$ cat src/rtl/load_store_unit.sv
// Load/store unit: byte-lane memory accesses with stall and sign/zero-extended load return.
// Define LSU_MISALIGN_TRAP_EN to reject misaligned requests instead of force-aligning them.
module load_store_unit #(
    parameter int XLEN        = 32,
    parameter int MEM_LATENCY = 2
) (
    input  logic                  clk,
    input  logic                  rst_b,
    input  logic                  req_valid,
    input  logic                  req_write,
    input  logic [1:0]            req_size,
    input  logic                  req_unsigned,
    input  logic [XLEN-1:0]       req_addr,
    input  logic [XLEN-1:0]       req_wdata,
    output logic                  stall,
    output logic [XLEN-1:0]       rdata,
    output logic                  rdata_valid,
    output logic                  misaligned,
    output logic [XLEN-1:0]       mem_addr,
    output logic                  mem_we,
    output logic [3:0]            mem_byte_en,
    output logic [0:3][7:0]       mem_data_in,
    input  logic [0:3][7:0]       mem_data_out
);

    localparam int CW = (MEM_LATENCY > 1) ? $clog2(MEM_LATENCY) : 1;
    localparam logic [CW-1:0] LAT_M1 = CW'(MEM_LATENCY - 1);

    localparam logic [1:0] IDLE   = 2'd0;
    localparam logic [1:0] ACCESS = 2'd1;
    localparam logic [1:0] DONE   = 2'd2;

    logic [1:0]       state_q, state_d;
    logic [CW-1:0]    cnt_q, cnt_d;
    logic [XLEN-1:2]  addr_q;
    logic [1:0]       off_q;
    logic [1:0]       size_q;
    logic             uns_q;
    logic             we_q;
    logic [3:0]       be_q;
    logic [0:3][7:0]  wdat_q;
    logic [XLEN-1:0]  rdata_q, rdata_d;

    logic             idle, in_acc, bad, accept, ld_cap;
    logic [1:0]       off_n;
    logic [3:0]       be_n;
    logic [0:3][7:0]  wdat_n;
    logic [7:0]       lb;
    logic [15:0]      lh;

    assign idle   = (state_q == IDLE);
    assign in_acc = (state_q == ACCESS);

`ifdef LSU_MISALIGN_TRAP_EN
    assign bad = ((req_size == 2'b01) & req_addr[0]) |
                 (req_size[1] & (|req_addr[1:0]));
`else
    assign bad = 1'b0;
`endif

    assign accept = idle & req_valid & ~bad;

    // Offset is force-aligned to the access size; only matters when not trapping.
    always_comb begin
        off_n  = req_addr[1:0];
        be_n   = 4'b1111;
        wdat_n = {req_wdata[7:0], req_wdata[15:8],
                  req_wdata[23:16], req_wdata[31:24]};
        unique case (req_size)
            2'b00: begin
                be_n   = 4'b0001 << req_addr[1:0];
                wdat_n = {4{req_wdata[7:0]}};
            end
            2'b01: begin
                off_n  = {req_addr[1], 1'b0};
                be_n   = req_addr[1] ? 4'b1100 : 4'b0011;
                wdat_n = {2{req_wdata[7:0], req_wdata[15:8]}};
            end
            default: off_n = 2'b00;
        endcase
    end

    always_comb begin
        state_d = state_q;
        cnt_d   = cnt_q;
        unique case (state_q)
            IDLE: if (accept) begin
                state_d = ACCESS;
                cnt_d   = LAT_M1;
            end
            ACCESS: begin
                if (cnt_q == '0) state_d = DONE;
                else             cnt_d   = cnt_q - 1'b1;
            end
            default: state_d = IDLE;
        endcase
    end

    assign ld_cap = in_acc & (cnt_q == '0) & ~we_q;

    always_comb begin
        lb = mem_data_out[off_q];
        lh = {mem_data_out[{off_q[1], 1'b1}],
              mem_data_out[{off_q[1], 1'b0}]};
        unique case (size_q)
            2'b00: rdata_d = uns_q ? {{(XLEN-8){1'b0}}, lb}
                                   : {{(XLEN-8){lb[7]}}, lb};
            2'b01: rdata_d = uns_q ? {{(XLEN-16){1'b0}}, lh}
                                   : {{(XLEN-16){lh[15]}}, lh};
            default: rdata_d = {mem_data_out[3], mem_data_out[2],
                                mem_data_out[1], mem_data_out[0]};
        endcase
    end

    always_ff @(posedge clk or posedge rst_b) begin
        if (rst_b) begin
            state_q <= IDLE;
            cnt_q   <= '0;
            addr_q  <= '0;
            off_q   <= 2'b00;
            size_q  <= 2'b00;
            uns_q   <= 1'b0;
            we_q    <= 1'b0;
            be_q    <= 4'b0000;
            wdat_q  <= '0;
            rdata_q <= '0;
        end else begin
            state_q <= state_d;
            cnt_q   <= cnt_d;
            if (accept) begin
                addr_q <= req_addr[XLEN-1:2];
                off_q  <= off_n;
                size_q <= req_size;
                uns_q  <= req_unsigned;
                we_q   <= req_write;
                be_q   <= be_n;
                wdat_q <= wdat_n;
            end
            if (ld_cap) rdata_q <= rdata_d;
        end
    end

    assign stall       = ~rst_b & (accept | in_acc);
    assign misaligned  = ~rst_b & idle & req_valid & bad;
    assign rdata       = rdata_q;
    assign rdata_valid = (state_q == DONE) & ~we_q;
    assign mem_addr    = {addr_q, 2'b00};
    assign mem_we      = in_acc & we_q;
    assign mem_byte_en = in_acc ? be_q : 4'b0000;
    assign mem_data_in = wdat_q;

endmodule

$ cat config.mk
export PLATFORM = sky130hd
export DESIGN_NAME = load_store_unit
export DESIGN_NICKNAME = d
export VERILOG_FILES = /design/src/rtl/load_store_unit.sv
export SDC_FILE = /design/constraint.sdc
export NUM_CORES = 1
export LEC_CHECK = 0
export CAP_MARGIN = 15
export CORE_ASPECT_RATIO = 1.4
export CORE_MARGIN = 1.5
export CORE_UTILIZATION = 35
export DETAILED_ROUTE_END_ITERATION = 7
export PLACE_DENSITY = 0.75
export SLEW_MARGIN = 20
export SYNTH_ARGS = -nofsm -noshare
export SYNTH_HDL_FRONTEND = slang
export SYNTH_SLANG_ARGS = --single-unit
$ cat constraint.sdc
create_clock -name clk -period 4.6 [get_ports clk]
set_clock_uncertainty 0.2 [all_clocks]
set_input_delay 0.92 -clock clk [delete_from_list [all_inputs] [get_ports clk]]
set_output_delay 0.92 -clock clk [all_outputs]
set_load 0.02 [all_outputs]
# [Word-level counts from Yosys, hierarchy flattened]
# Cells that the tools add are included.
[totals] in_bits=103 output_inout_bits=104 regBits=107 wordCells=66
[op_classes] n_shift=1 n_bitwise=13 n_lt_le_gt_ge=3 n_reduce_logical=6 n_mux=23 n_addsub=1 eq_ne=6
[op_table] cell="two-way mux 32 bit" n=2
[op_table] cell="one-hot mux 32 bit (2 select lines)" n=1
[op_table] cell="binary-select mux 8 bit (select 2 bit)" n=3
[op_table] cell="two-way mux 8 bit" n=6
[op_table] cell="one-hot mux 24 bit (2 select lines)" n=1
[op_table] cell="greater-or-equal comparator 3 bit, second input constant" n=3
[op_table] cell="NOT 2 -> 3 bit" n=3
[op_table] cell="two-way mux 4 bit" n=2
[op_table] cell="one-hot mux 2 bit (2 select lines)" n=2
[op_table] cell="one-hot mux 4 bit (2 select lines)" n=1
[op_table] cell="bitwise AND 1 bit" n=6
[op_table] cell="== test 2 x 1 -> 1 bit, second input constant" n=3
[op_table] cell="logical NOT 2 bit" n=3
[op_table] cell="two-way mux 2 bit" n=2
[op_table] cell="AND reduction 2 bit" n=2
[op_table] cell="<< shifter 1 x 2 -> 4 bit, first input constant" n=1
[op_table] cell="NOT 1 bit" n=3
[op_table] cell="== test 2 bit, second input constant" n=1
[op_table] cell="two-way mux 1 bit" n=2
[op_table] cell="inequality test 2 x 1 -> 1 bit, second input constant" n=1
[op_table] cell="inequality test 2 bit, second input constant" n=1
[op_table] cell="one-hot mux 1 bit (2 select lines)" n=1
[op_table] cell="nonzero test 2 bit" n=1
[op_table] cell="bitwise OR 1 bit" n=1
[op_table] cell="subtractor 1 bit, second input constant" n=1

# [Depth between registers and ports, before layout]
# Gate-level depths: netlist (run 1).
[logic_depth] depth_word=6 mapped_depth=7 depth_no_buf=4

# [Least setup slack after synthesis (run 1)]
# Ideal clock, no wire load.
[synth_path] kind="input to output" from="input rst_b" to="output stall" t_arrival_ns=1.405 required_time_ns=3.480 path_buffers=0 setup_slack_ns=2.075 stages=1 path_cell_list="nor3_1"
[synth_via] elab_chain_cells=2
[synth_rtl] element="start, declared" line_no="8" source="input logic rst_b,"
[synth_rtl] element="NOT 1 bit"
[synth_rtl] element="bitwise AND 1 bit" line_no="143" source="assign stall = ~rst_b & (accept | in_acc);"
[synth_rtl] element="end, declared" line_no="15" source="output logic stall,"
# Every way passes these cells.

# [Worst setup path after layout (run 1)]
[layout_path] from="input req_valid" to="output stall"
[layout_via] elab_chain_cells=3
[layout_rtl] element="start, declared" line_no="9" source="input logic req_valid,"
[layout_rtl] element="bitwise AND 1 bit" line_no="61" source="assign accept = idle & req_valid & ~bad;"
[layout_rtl] element="bitwise OR 1 bit" line_no="143"
[layout_rtl] element="bitwise AND 1 bit" line_no="143"
# Every way passes these cells.

==> results by group, run 1 <==
Setup path
  – R2R Path Start: size_q[0]
  – Number of cell instances on the worst register-to-register path: 4
  – Crit path DAT: around 2.3 ns
  – Startpoint class of the critical path: input pin
  – Bufs and invs on worst path: 2
  – Reg-to-Reg End: rdata[8]
  – Critical path, cell by cell: clkdlybuf4s50_1, nor2_1, nor3_1, clkdlybuf4s50_1
  – Max stage delay on crit path: ~0.63 ns
  – Register-to-Register Setup Slack: between 1.5 and 2 ns
  – Critical path destination: stall
  – Critical path's top delay family: buffers and inverters
  – Count of cell instances traversed by the critical path: 4
  – Cell with the most instances on the worst path: clkdlybuf4s50_1
  – CP max FO: 5
  – Kind of critical path: input pin to output port
  – Critical Path Sink Type: output port
  – CP startpoint: req_valid
  – Crit-path slowest cell: clkdlybuf4s50_1
  – Critical path required time: ~3.5 ns

Final layout
  – Fraction of final layout cells sized beyond drive strength 1: 0.05859
  – Diodes inserted: 0
  – Signed area change from the synthesized netlist to the final layout: 51.04%
  – Post-route insts no fill: between 900 and 1000
  – Fillers: 1271
  – Utilization after layout: 0.5404
  – Net count reported at finish: 849

Clocking
  – Clock input transition at the sequential cells of the worst setup and hold paths: around 0.07 ns
  – Setup bufs post-CTS: 0
  – Post-CTS Hold Buffers: 0
  – CTS-repair resized insts: 0
  – H-tree Lvls: 3
  – Number of buffers between clock root and the deepest sink: 2
  – Root buffer cell: clkbuf_16
  – Clock network latency to the later pin of the worst-skew pair: 0.34 ns
  – TritonCTS sink count: approximately 110
  – TritonCTS clock tree: built
  – Total clock buffers created by CTS: 9

Yosys
  – Post-synthesis sequential element count: between 100 and 150
  – Synth warn: 0
  – Synth unique cells: 33
  – Synthesized netlist cell count: 559
  – Area of the mapped netlist: just under 5000 um^2
  – Part of the Yosys area used for sequential elements: 0.5404
  – Avg Synthesized Cell Area: between 8 and 9 um^2

Global routing
  – Total Routing Usage GR: 0.1994
  – Number of antenna violations at the first check in global routing: 0
  – Global-route wire length before repair: between 20000 and 25000 um
  – Maximum number of pins on one net before global-route repair: roughly 50
  – Vias in the first global route: ~4600
  – Global route total overflow: 0

Floorplanning
  – Number of ports placed on the die boundary: approximately 210
  – Die width: roughly 100 um
  – Die height: 143.8 um
  – Standard cell core area: between 10000 and 15000 um^2
  – Number of standard-cell rows in the floorplan: roughly 50
  – Initial Util: 0.3578
  – Total die area: about 15000 um^2

Detailed routing
  – DR WL/cell: ~16 um
  – Aggregate routed wire length: around 15000 um
  – Initial detailed-routing violation count: roughly 120
  – Number of optimization iterations in the first detailed-route pass: 4
  – Vias per cell: between 4 and 5
  – Vias after detailed routing: 4550
  – Routed Antenna Nets: 0
  – Remaining design rule violation count: 0

Placed design
  – Port buffer count: just over 200
  – Post-detailed-placement half-perimeter wirelength: between 10000 and 15000 um
  – Final RePlAce weighted congestion: approximately 0.86
  – DP Cell Count: just over 900

Timing
  – Number of setup violations in the final report: 0
  – Normalized max-slew margin: 0.3224
  – Number of pins exceeding their max-slew limit in the final report: 0
  – Transition time at the pin with the least slew margin: 1.014 ns
  – Unrepaired setup endpoints after global routing: false
  – Final sum of negative setup slack: 0 ns
  – Final critical-path required period: 3.424 ns
  – Highest achievable clock rate: 0.2921 GHz
  – Share of the clock period used by the worst path after layout: 0.7444
  – Hold violation count in the final report: 0

Outcome
  – Run status: complete, no violations

Job
  – Number of max-capacitance violations reported: 0

Power and ir drop
  – Leak: ~0.0034 uW
  – Peak ir drop on the vdd network: 344.4 uV
  – Total power: 5119 uW
  – Pwr Density: between 600 and 700 nW/um^2

Worst hold path
  – Worst min path class: register to register
flip-flops by register name, summed over array words and instances, names as in the netlist:
name,flops
addr_q,30
state_q,2
be_q,4
cnt_q,1
size_q,2
off_q,2
uns_q,1
rdata,32
mem_data_in,32
we_q,1
power by group:
part | leakage, uW | switching (uW) | internal [uW] | total, uW
clock | 0.000150 | 360 | 427 | 787
sequential | 0.00130 | 320 | 1390 | 1710
combinational | 0.00195 | 1430 | 1190 | 2620
worst min-delay path by stage:
stage                     depth (start not counted)       to  slack [ns]    start
after floorplan                                   2  be_q[1]        0.23  be_q[1]
after global placement                            2  be_q[1]        0.25  be_q[1]
after detailed placement                          2  be_q[1]        0.26  be_q[1]
after CTS                                         2  be_q[1]        0.27  be_q[1]
after global routing                              2  be_q[1]        0.29  be_q[1]
final                                             2  be_q[1]        0.27  be_q[1]
worst min-delay path, cell delays in order (launching register included):
cell and delay [ns]:
dfrtp_1 0.34, nand2_1 0.05, nand2_1 0.05
Yosys cell counts:
| master | instances | area (um^2) |
|---|---|---|
| nand2_1 | 172 | 645.6 |
| dfrtp_1 | 107 | 2678 |
| a21oi_1 | 60 | 300.3 |
| clkbuf_1 | 35 | 131.4 |
| mux2i_1 | 33 | 330.3 |
| nor2_1 | 32 | 120.1 |
| o21ai_0 | 24 | 120.1 |
| nand3_1 | 23 | 115.1 |
| inv_1 | 11 | 41.29 |
| nand2b_1 | 10 | 62.56 |
| nand3_2 | 10 | 100.1 |
| or3_1 | 9 | 56.30 |
| and2_1 | 5 | 31.28 |
| buf_4 | 4 | 30.03 |
| nand3b_1 | 3 | 22.52 |
| nor3_1 | 3 | 15.01 |
| nor2b_1 | 2 | 12.51 |
| a22o_1 | 1 | 8.760 |
| a31o_4 | 1 | 17.52 |
| a41oi_1 | 1 | 8.760 |
| buf_1 | 1 | 3.750 |
| buf_6 | 1 | 11.26 |
| conb_1 | 1 | 3.750 |
| mux2_2 | 1 | 11.26 |
| nor3b_1 | 1 | 7.510 |
| nor4_1 | 1 | 6.260 |
| o211a_1 | 1 | 10.01 |
| o21ba_2 | 1 | 10.01 |
| o22a_1 | 1 | 8.760 |
| o2bb2ai_1 | 1 | 8.760 |
| o311ai_0 | 1 | 8.760 |
| or4_1 | 1 | 7.510 |
| or4b_1 | 1 | 10.01 |
layout by cell type, fill, tap and decap left out, types with 2 or more instances in the layout:
cell type,count
nand2_1,172
clkdlybuf4s50_1,203
or3_1,9
nand2b_1,10
nand3_1,23
nand3_2,10
mux2i_1,33
inv_1,10
buf_4,10
o21ai_0,24
nand3b_1,3
dfrtp_1,107
nor2b_1,2
inv_6,2
nor3_1,2
clkinv_4,2
a21oi_1,60
clkinv_2,2
and2_1,5
nor2_1,32
conb_1,3
clkbuf_16,9
buf_12,2
per-stage QoR:
step / cell area (um^2) / hold WS (ns) / setup WS [ns]
after detailed placement: 7177 / 0.2570 / 1.187
after global placement: 7177 / 0.2499 / 1.215
final: 7483 / 0.2665 / 1.176
after floorplan: 4962 / 0.2304 / 0.6628
after global routing: 7483 / 0.2941 / 1.136
after CTS: 7477 / 0.2731 / 1.195
cell families after synthesis:
| kind of cell | share of synthesized area |
|---|---|
| simple gates | 0.2447 |
| flops | 0.5404 |
| compound gates | 0.1013 |
| buf+inv | 0.04394 |
| mux | 0.06894 |
| other cells | 0.0007568 |
area by class of cell:
type / instances / area (um^2) / share of cell area
Sequential cell: 107 / 2678 / 0.3578
Clock inverter: 7 / 75.07 / 0.01003
Tap cell: 185 / 231.5 / 0.03093
Inverter: 11 / 43.79 / 0.005852
Clock buffer: 9 / 225.2 / 0.03010
Timing Repair Buffer: 215 / 2147 / 0.2869
Multi-Input combinational cell: 402 / 2083 / 0.2784
routing by layer:
metal	vias up	GRT usage	routed length, um
met3	21	0.06304	1098
li1	2204	-	-
met1	2160	0.2229	5749
met4	0	0.06944	312
met5	-	0	0
met2	165	0.3593	7800
(Power assumes the default switching activity.)
==> run 2: changes to the inputs <==
- clock period: 4.6 -> 3.3 ns (I/O delays scaled with it)
==> run 2 against run 1 <==
Die area unchanged. Worst setup slack worse by 0.81 ns. Combinational power is 38% higher. Final area decreased by 0.30%. Register-to-register slack worse by 0.84 ns. First-iteration DRC count decreased by 15%. Via count shrank 0.79%. Routed wire length decreased by 3.8%. Total power increased by 38%. Critical path depth down 1. Cell count shrank 0.32%. Sequential power is 39% higher.
==> results by group, run 2 (synthesis results as in run 1) <==
Power and ir drop
  – Leak: 0.003368 uW (was 0.003401 uW)
  – Peak ir drop on the vdd network: 427.5 uV (was 344.4 uV)
  – Pwr Density: 944.1 nW/um^2 (was 684.0 nW/um^2)
  – Total power: 7044 uW (was 5119 uW)

Clocking
  – H-tree Lvls: 3 (unchanged)
  – CTS-repair resized insts: 0 (unchanged)
  – Post-CTS Hold Buffers: 0 (unchanged)
  – TritonCTS clock tree: built (unchanged)
  – Clock input transition at the sequential cells of the worst setup and hold paths: 0.07 ns (about the same)
  – Total clock buffers created by CTS: 9 (unchanged)
  – Root buffer cell: clkbuf_16 (unchanged)
  – TritonCTS sink count: 107 (unchanged)
  – Clock network latency to the later pin of the worst-skew pair: 0.33 ns (was 0.34 ns)
  – Setup bufs post-CTS: 0 (unchanged)
  – Number of buffers between clock root and the deepest sink: 2 (unchanged)

Timing
  – Transition time at the pin with the least slew margin: 0.6767 ns (was 1.014 ns)
  – Share of the clock period used by the worst path after layout: 0.8899
  – Final sum of negative setup slack: 0 ns (unchanged)
  – Normalized max-slew margin: 0.5475 (was 0.3224)
  – Hold violation count in the final report: 0 (unchanged)
  – Highest achievable clock rate: between 0.3 and 0.4 GHz
  – Final critical-path required period: 2.937 ns
  – Unrepaired setup endpoints after global routing: false (unchanged)
  – Number of setup violations in the final report: 0 (unchanged)
  – Number of pins exceeding their max-slew limit in the final report: 0 (unchanged)
  – Worst path setup slack after routing: 0.3635 ns (was 1.176 ns)

Job
  – Number of max-capacitance violations reported: 0 (unchanged)

Final layout
  – Sequential standard cell area: 2678 um^2 (unchanged)
  – Signed area change from the synthesized netlist to the final layout: 50.58% (was 51.04%)
  – Fillers: 1296 (was 1271)
  – Most common library cell in the layout ignoring fill and taps: clkdlybuf4s50_1 (unchanged)
  – Total area of multi-input combinational cells: 2077 um^2 (was 2083 um^2)
  – Diodes inserted: 0 (unchanged)
  – Net count reported at finish: 847 (was 849)
  – Fraction of final layout cells sized beyond drive strength 1: 0.05214 (was 0.05859)
  – Commonest non-fill, non-tap cells in the layout: 203 x clkdlybuf4s50_1, 172 x nand2_1, 107 x dfrtp_1 (unchanged)

Detailed routing
  – Number of optimization iterations in the first detailed-route pass: 4 (unchanged)
  – DR WL/cell: 15.43 um (was 15.98 um)
  – Remaining design rule violation count: 0 (unchanged)
  – Initial detailed-routing violation count: 103 (was 121)
  – Aggregate routed wire length: 14400 um (was 14960 um)
  – Vias per cell: 4.838 (was 4.861)
  – Vias after detailed routing: 4514 (was 4550)
  – Routed Antenna Nets: 0 (unchanged)

Global routing
  – Total Routing Usage GR: 0.1944 (was 0.1994)
  – Number of antenna violations at the first check in global routing: 0 (unchanged)
  – Global-route wire length before repair: 23160 um (was 23540 um)
  – Vias in the first global route: 4573 (was 4649)
  – Maximum number of pins on one net before global-route repair: 108 (was 49)
  – Global route total overflow: 0 (unchanged)

Floorplanning
  – Number of ports placed on the die boundary: 207 (unchanged)
  – Total die area: 14890 um^2 (unchanged)
  – Standard cell core area: 13850 um^2 (unchanged)
  – Die width: 103.6 um (unchanged)
  – Initial Util: 0.3578 (unchanged)
  – Die height: 143.8 um (unchanged)
  – Number of standard-cell rows in the floorplan: 51 (unchanged)

Placed design
  – Dpl ws: 0.3963 ns (was 1.187 ns)
  – Final RePlAce weighted congestion: 0.8516 (was 0.8592)
  – Post-detailed-placement half-perimeter wirelength: 10460 um (was 11100 um)
  – Port buffer count: 203 (unchanged)

Setup path
  – Critical Path Sink Type: output port (unchanged)
  – Crit path DAT: 2.08 ns (was 2.30 ns)
  – Critical path's top delay family: simple AND/OR/NAND/NOR gates (was buffers and inverters)
  – Startpoint class of the critical path: register (was input pin)
  – Critical path, cell by cell: nor2b_1, and2_1, clkdlybuf4s50_1 (was clkdlybuf4s50_1, nor2_1, nor3_1, clkdlybuf4s50_1)
  – Crit-path slowest cell: clkdlybuf4s50_1 (unchanged)
  – Critical path required time: 2.44 ns (was 3.48 ns)
  – Kind of critical path: register to output port (was input pin to output port)
  – Bufs and invs on worst path: 1 (was 2)
  – CP max FO: 8 (was 5)
  – Max stage delay on crit path: 0.63 ns (about the same)

Outcome
  – Run status: complete, no violations (unchanged)

Worst hold path
  – Worst min path class: register to register (unchanged)
## run 2: cell types whose count changed in the layout (fill, tap and decap cells not counted), sizes merged
cell,before,now
buf,12,10
clkbuf,9,11
inv,13,10
clkinv,4,0
clkinvlp,0,4
## run 2: per-layer routing
metal  vias up  track usage  routed length, um
li1       2200            -                  -
met1      2132       0.2240               5676
met2       166       0.3498               7420
met3        16      0.05397               1040
met4         0      0.06433                262
met5         -            0                  0
## run 2: area by class of cell
type | count | area share
well taps | 185 | 0.03102
clock inverters | 4 | 0.007043
repair buffers | 213 | 0.2874
inverters | 11 | 0.006037
flip-flops and latches | 107 | 0.3589
clock buffers | 11 | 0.03119
multi-input cells | 402 | 0.2784
## run 2: where the power goes
group	leakage (uW)	internal, uW	switching (uW)
clock network	0.000128	585	461
logic	0.00194	1650	1970
registers	0.00130	1940	445
total	0.00337	4170	2870
## run 2: tightest hold or removal path: stages (launching register included)
cell     delay [ns]
dfrtp_1        0.34
nand2_1        0.05
nand2_1        0.06
## run 2: stage by stage
| stage | utilization | instances | hold slack, ns | area [um^2] |
|---|---|---|---|---|
| 6_report | 0.5388 | 933 | 0.2764 | 7461 |
| 3_3_place_gp | 0.5182 | 918 | 0.2605 | 7176 |
| 4_1_cts | 0.5388 | 933 | 0.2792 | 7461 |
| 2_1_floorplan | - | 561 | 0.2304 | 4966 |
| 5_1_grt | 0.5388 | 933 | 0.2943 | 7461 |
| 3_5_place_dp | 0.5182 | 918 | 0.2623 | 7176 |
## run 2: path summary, 6_finish.rpt
path	start	to	slack [ns]	cells after the start
min in group asynchronous	rst_b	rdata[6]	0.67	3
min reg2reg	mem_data_in[26]	mem_data_in[26]	0.28	2
max reg2reg	off_q[1]	rdata[6]	1.11	4
max	state_q[0]	mem_byte_en[0]	0.36	3
min	mem_data_in[26]	mem_data_in[26]	0.28	2
max in group asynchronous	rst_b	addr_q[18]	1.79	3
==> run 3: changes to the inputs <==
- RECOVER_POWER: not set -> 100
==> run 3 against run 2 <==
Cell count unchanged. Sequential power barely moved. Sequential cell count unchanged. Core utilization down 0.37 points. Maximum frequency shrank 2.8%. First-iteration DRC count is 22% higher. Largest power group unchanged.
==> results by group, run 3 (synthesis results as in run 1) <==
Worst hold path
  – Worst min path class: register to register (unchanged)
  – Startpoint of the worst hold path: mem_data_in[26] (unchanged)

Timing
  – Hold violation count in the final report: 0 (unchanged)
  – Number of pins exceeding their max-slew limit in the final report: 0 (unchanged)
  – Highest achievable clock rate: 0.3312 GHz (was 0.3405 GHz)
  – Unrepaired setup endpoints after global routing: false (unchanged)
  – Final sum of negative setup slack: 0 ns (unchanged)
  – Worst path setup slack after routing: 0.2804 ns (was 0.3635 ns)
  – Number of setup violations in the final report: 0 (unchanged)
  – Worst hold slack: 0.2715 ns (was 0.2764 ns)
  – Share of the clock period used by the worst path after layout: 0.9150 (was 0.8899)
  – Normalized max-slew margin: 0.01342 (was 0.5475)
  – Final critical-path required period: 3.020 ns (was 2.937 ns)
  – Transition time at the pin with the least slew margin: 1.480 ns (was 0.6767 ns)

Final layout
  – Fillers: 1300 (was 1296)
  – Fraction of final layout cells sized beyond drive strength 1: 0.04947 (was 0.05214)
  – Diodes inserted: 0 (unchanged)
  – Total area of multi-input combinational cells: 2068 um^2 (was 2077 um^2)
  – Signed area change from the synthesized netlist to the final layout: 49.55% (was 50.58%)
  – Commonest non-fill, non-tap cells in the layout: 172 x nand2_1, 107 x dfrtp_1, 103 x dlygate4sd3_1 (was 203 x clkdlybuf4s50_1, 172 x nand2_1, 107 x dfrtp_1)
  – Most common library cell in the layout ignoring fill and taps: nand2_1 (was clkdlybuf4s50_1)
  – Net count reported at finish: 847 (unchanged)
  – Utilization after layout: 0.5351 (was 0.5388)
  – Sequential standard cell area: 2678 um^2 (unchanged)

Setup path
  – R2R Path Start: off_q[1] (unchanged)
  – CP max FO: 5 (was 8)
  – Crit path DAT: 2.16 ns (was 2.08 ns)
  – Startpoint class of the critical path: input pin (was register)
  – Critical path required time: 2.44 ns (about the same)
  – Critical Path Sink Type: output port (unchanged)
  – Kind of critical path: input pin to output port (was register to output port)
  – CP startpoint: req_valid (was state_q[0])

Clocking
  – Clock input transition at the sequential cells of the worst setup and hold paths: 0.07 ns (about the same)
  – Total clock buffers created by CTS: 9 (unchanged)
  – Setup bufs post-CTS: 0 (unchanged)
  – Root buffer cell: clkbuf_16 (unchanged)
  – CTS-repair resized insts: 0 (unchanged)
  – TritonCTS sink count: 107 (unchanged)
  – Clock network latency to the later pin of the worst-skew pair: 0.33 ns (about the same)
  – Post-CTS Hold Buffers: 0 (unchanged)
  – H-tree Lvls: 3 (unchanged)
  – TritonCTS clock tree: built (unchanged)
  – Number of buffers between clock root and the deepest sink: 2 (unchanged)

Power and ir drop
  – Peak ir drop on the vdd network: 406.9 uV (was 427.5 uV)
  – Combinational fraction of design power: 0.497 (was 0.513)
  – Leak: 0.003457 uW (was 0.003368 uW)
  – Switch share: 0.4186 (was 0.4077)
  – Clk pwr share: 0.155 (was 0.149)
  – Net switching power: 2833 uW (was 2872 uW)
  – Pwr Density: 913.3 nW/um^2 (was 944.1 nW/um^2)
  – Internal power contribution: 3935 uW (was 4173 uW)
  – Sequential cell fraction of total power: 0.348 (was 0.338)

Job
  – Number of max-capacitance violations reported: 0 (unchanged)

Floorplanning
  – Standard cell core area: 13850 um^2 (unchanged)
  – Number of ports placed on the die boundary: 207 (unchanged)
  – Total die area: 14890 um^2 (unchanged)
  – Number of standard-cell rows in the floorplan: 51 (unchanged)
  – Die width: 103.6 um (unchanged)
  – Die height: 143.8 um (unchanged)
  – Initial Util: 0.3578 (unchanged)

Detailed routing
  – DR WL/cell: 15.40 um (was 15.43 um)
  – Remaining design rule violation count: 0 (unchanged)
  – Aggregate routed wire length: 14370 um (was 14400 um)
  – Number of optimization iterations in the first detailed-route pass: 4 (unchanged)
  – Routed Antenna Nets: 0 (unchanged)
  – Vias after detailed routing: 4507 (was 4514)
  – Initial detailed-routing violation count: 126 (was 103)
  – Vias per cell: 4.831 (was 4.838)

Placed design
  – Dpl ws: 0.3963 ns (unchanged)
  – Final RePlAce weighted congestion: 0.8516 (unchanged)
  – Port buffer count: 203 (unchanged)
  – Post-detailed-placement half-perimeter wirelength: 10460 um (unchanged)

Global routing
  – Global route total overflow: 0 (unchanged)
  – Total Routing Usage GR: 0.1944 (unchanged)
  – Maximum number of pins on one net before global-route repair: 108 (unchanged)
  – Global-route wire length before repair: 23160 um (unchanged)
  – Vias in the first global route: 4573 (unchanged)
  – Number of antenna violations at the first check in global routing: 0 (unchanged)

Outcome
  – Run status: complete, no violations (unchanged)
run 3: cell count changes in the layout (fill, tap and decap cells not counted):
cell and change:
clkdlybuf4s50_1 -103, dlygate4sd3_1 +103, buf_12 -3, a31o_1 +1, a31o_4 -1, buf_2 +1
clkbuf_2 +1, clkbuf_4 +1, mux2_1 +1, mux2_2 -1
run 3: path summary, 6_finish.rpt:
check                                   to  cells past startpoint  slack [ns]
setup reg to reg                 rdata[29]                      4        0.72
hold / removal             mem_data_in[26]                      2        0.27
setup / recovery                     stall                      4        0.28
max in group asynchronous  mem_data_in[16]                      3        0.79
min in group asynchronous         rdata[6]                      3        1.16
hold reg to reg            mem_data_in[26]                      2        0.27
run 3: through the flow:
stage	std cells	instance area [um^2]	total power, uW
after detailed placement	918	7176	6057
after global routing	933	7410	7253
final	933	7410	6768
after CTS	933	7461	7127
after global placement	918	7176	5951
after floorplan	561	4966	4301
run 3: cell type report:
type,instances,area share
Multi-Input combinational cell,402,0.2791
Sequential cell,107,0.3614
Clock buffer,11,0.03141
Timing Repair Buffer,213,0.2837
Inverter,11,0.006079
Tap cell,185,0.03124
Clock inverter,4,0.007092
run 3: power by group through the flow:
stage | clock (uW) | combinational [uW] | sequential [uW]
6_report | 1050 | 3360 | 2360
2_1_floorplan | 0 | 1350 | 2950
4_1_cts | 1080 | 3660 | 2390
5_1_grt | 1130 | 3680 | 2440
3_3_place_gp | 0 | 3580 | 2370
3_5_place_dp | 0 | 3650 | 2410
run 3: worst max-delay path, stage by stage:
cell and delay, ns:
dlygate4sd3_1 0.61, nor2_1 0.06, nor3_1 0.13, dlygate4sd3_1 0.70
run 3: metal layers:
layer | vias to the layer above | part of all wire | global-route usage
li1 | 2206 | - | -
met4 | 0 | 0.019 | 0.06433
met2 | 162 | 0.52 | 0.3498
met3 | 18 | 0.075 | 0.05397
met1 | 2121 | 0.39 | 0.2240
met5 | - | 0 | 0
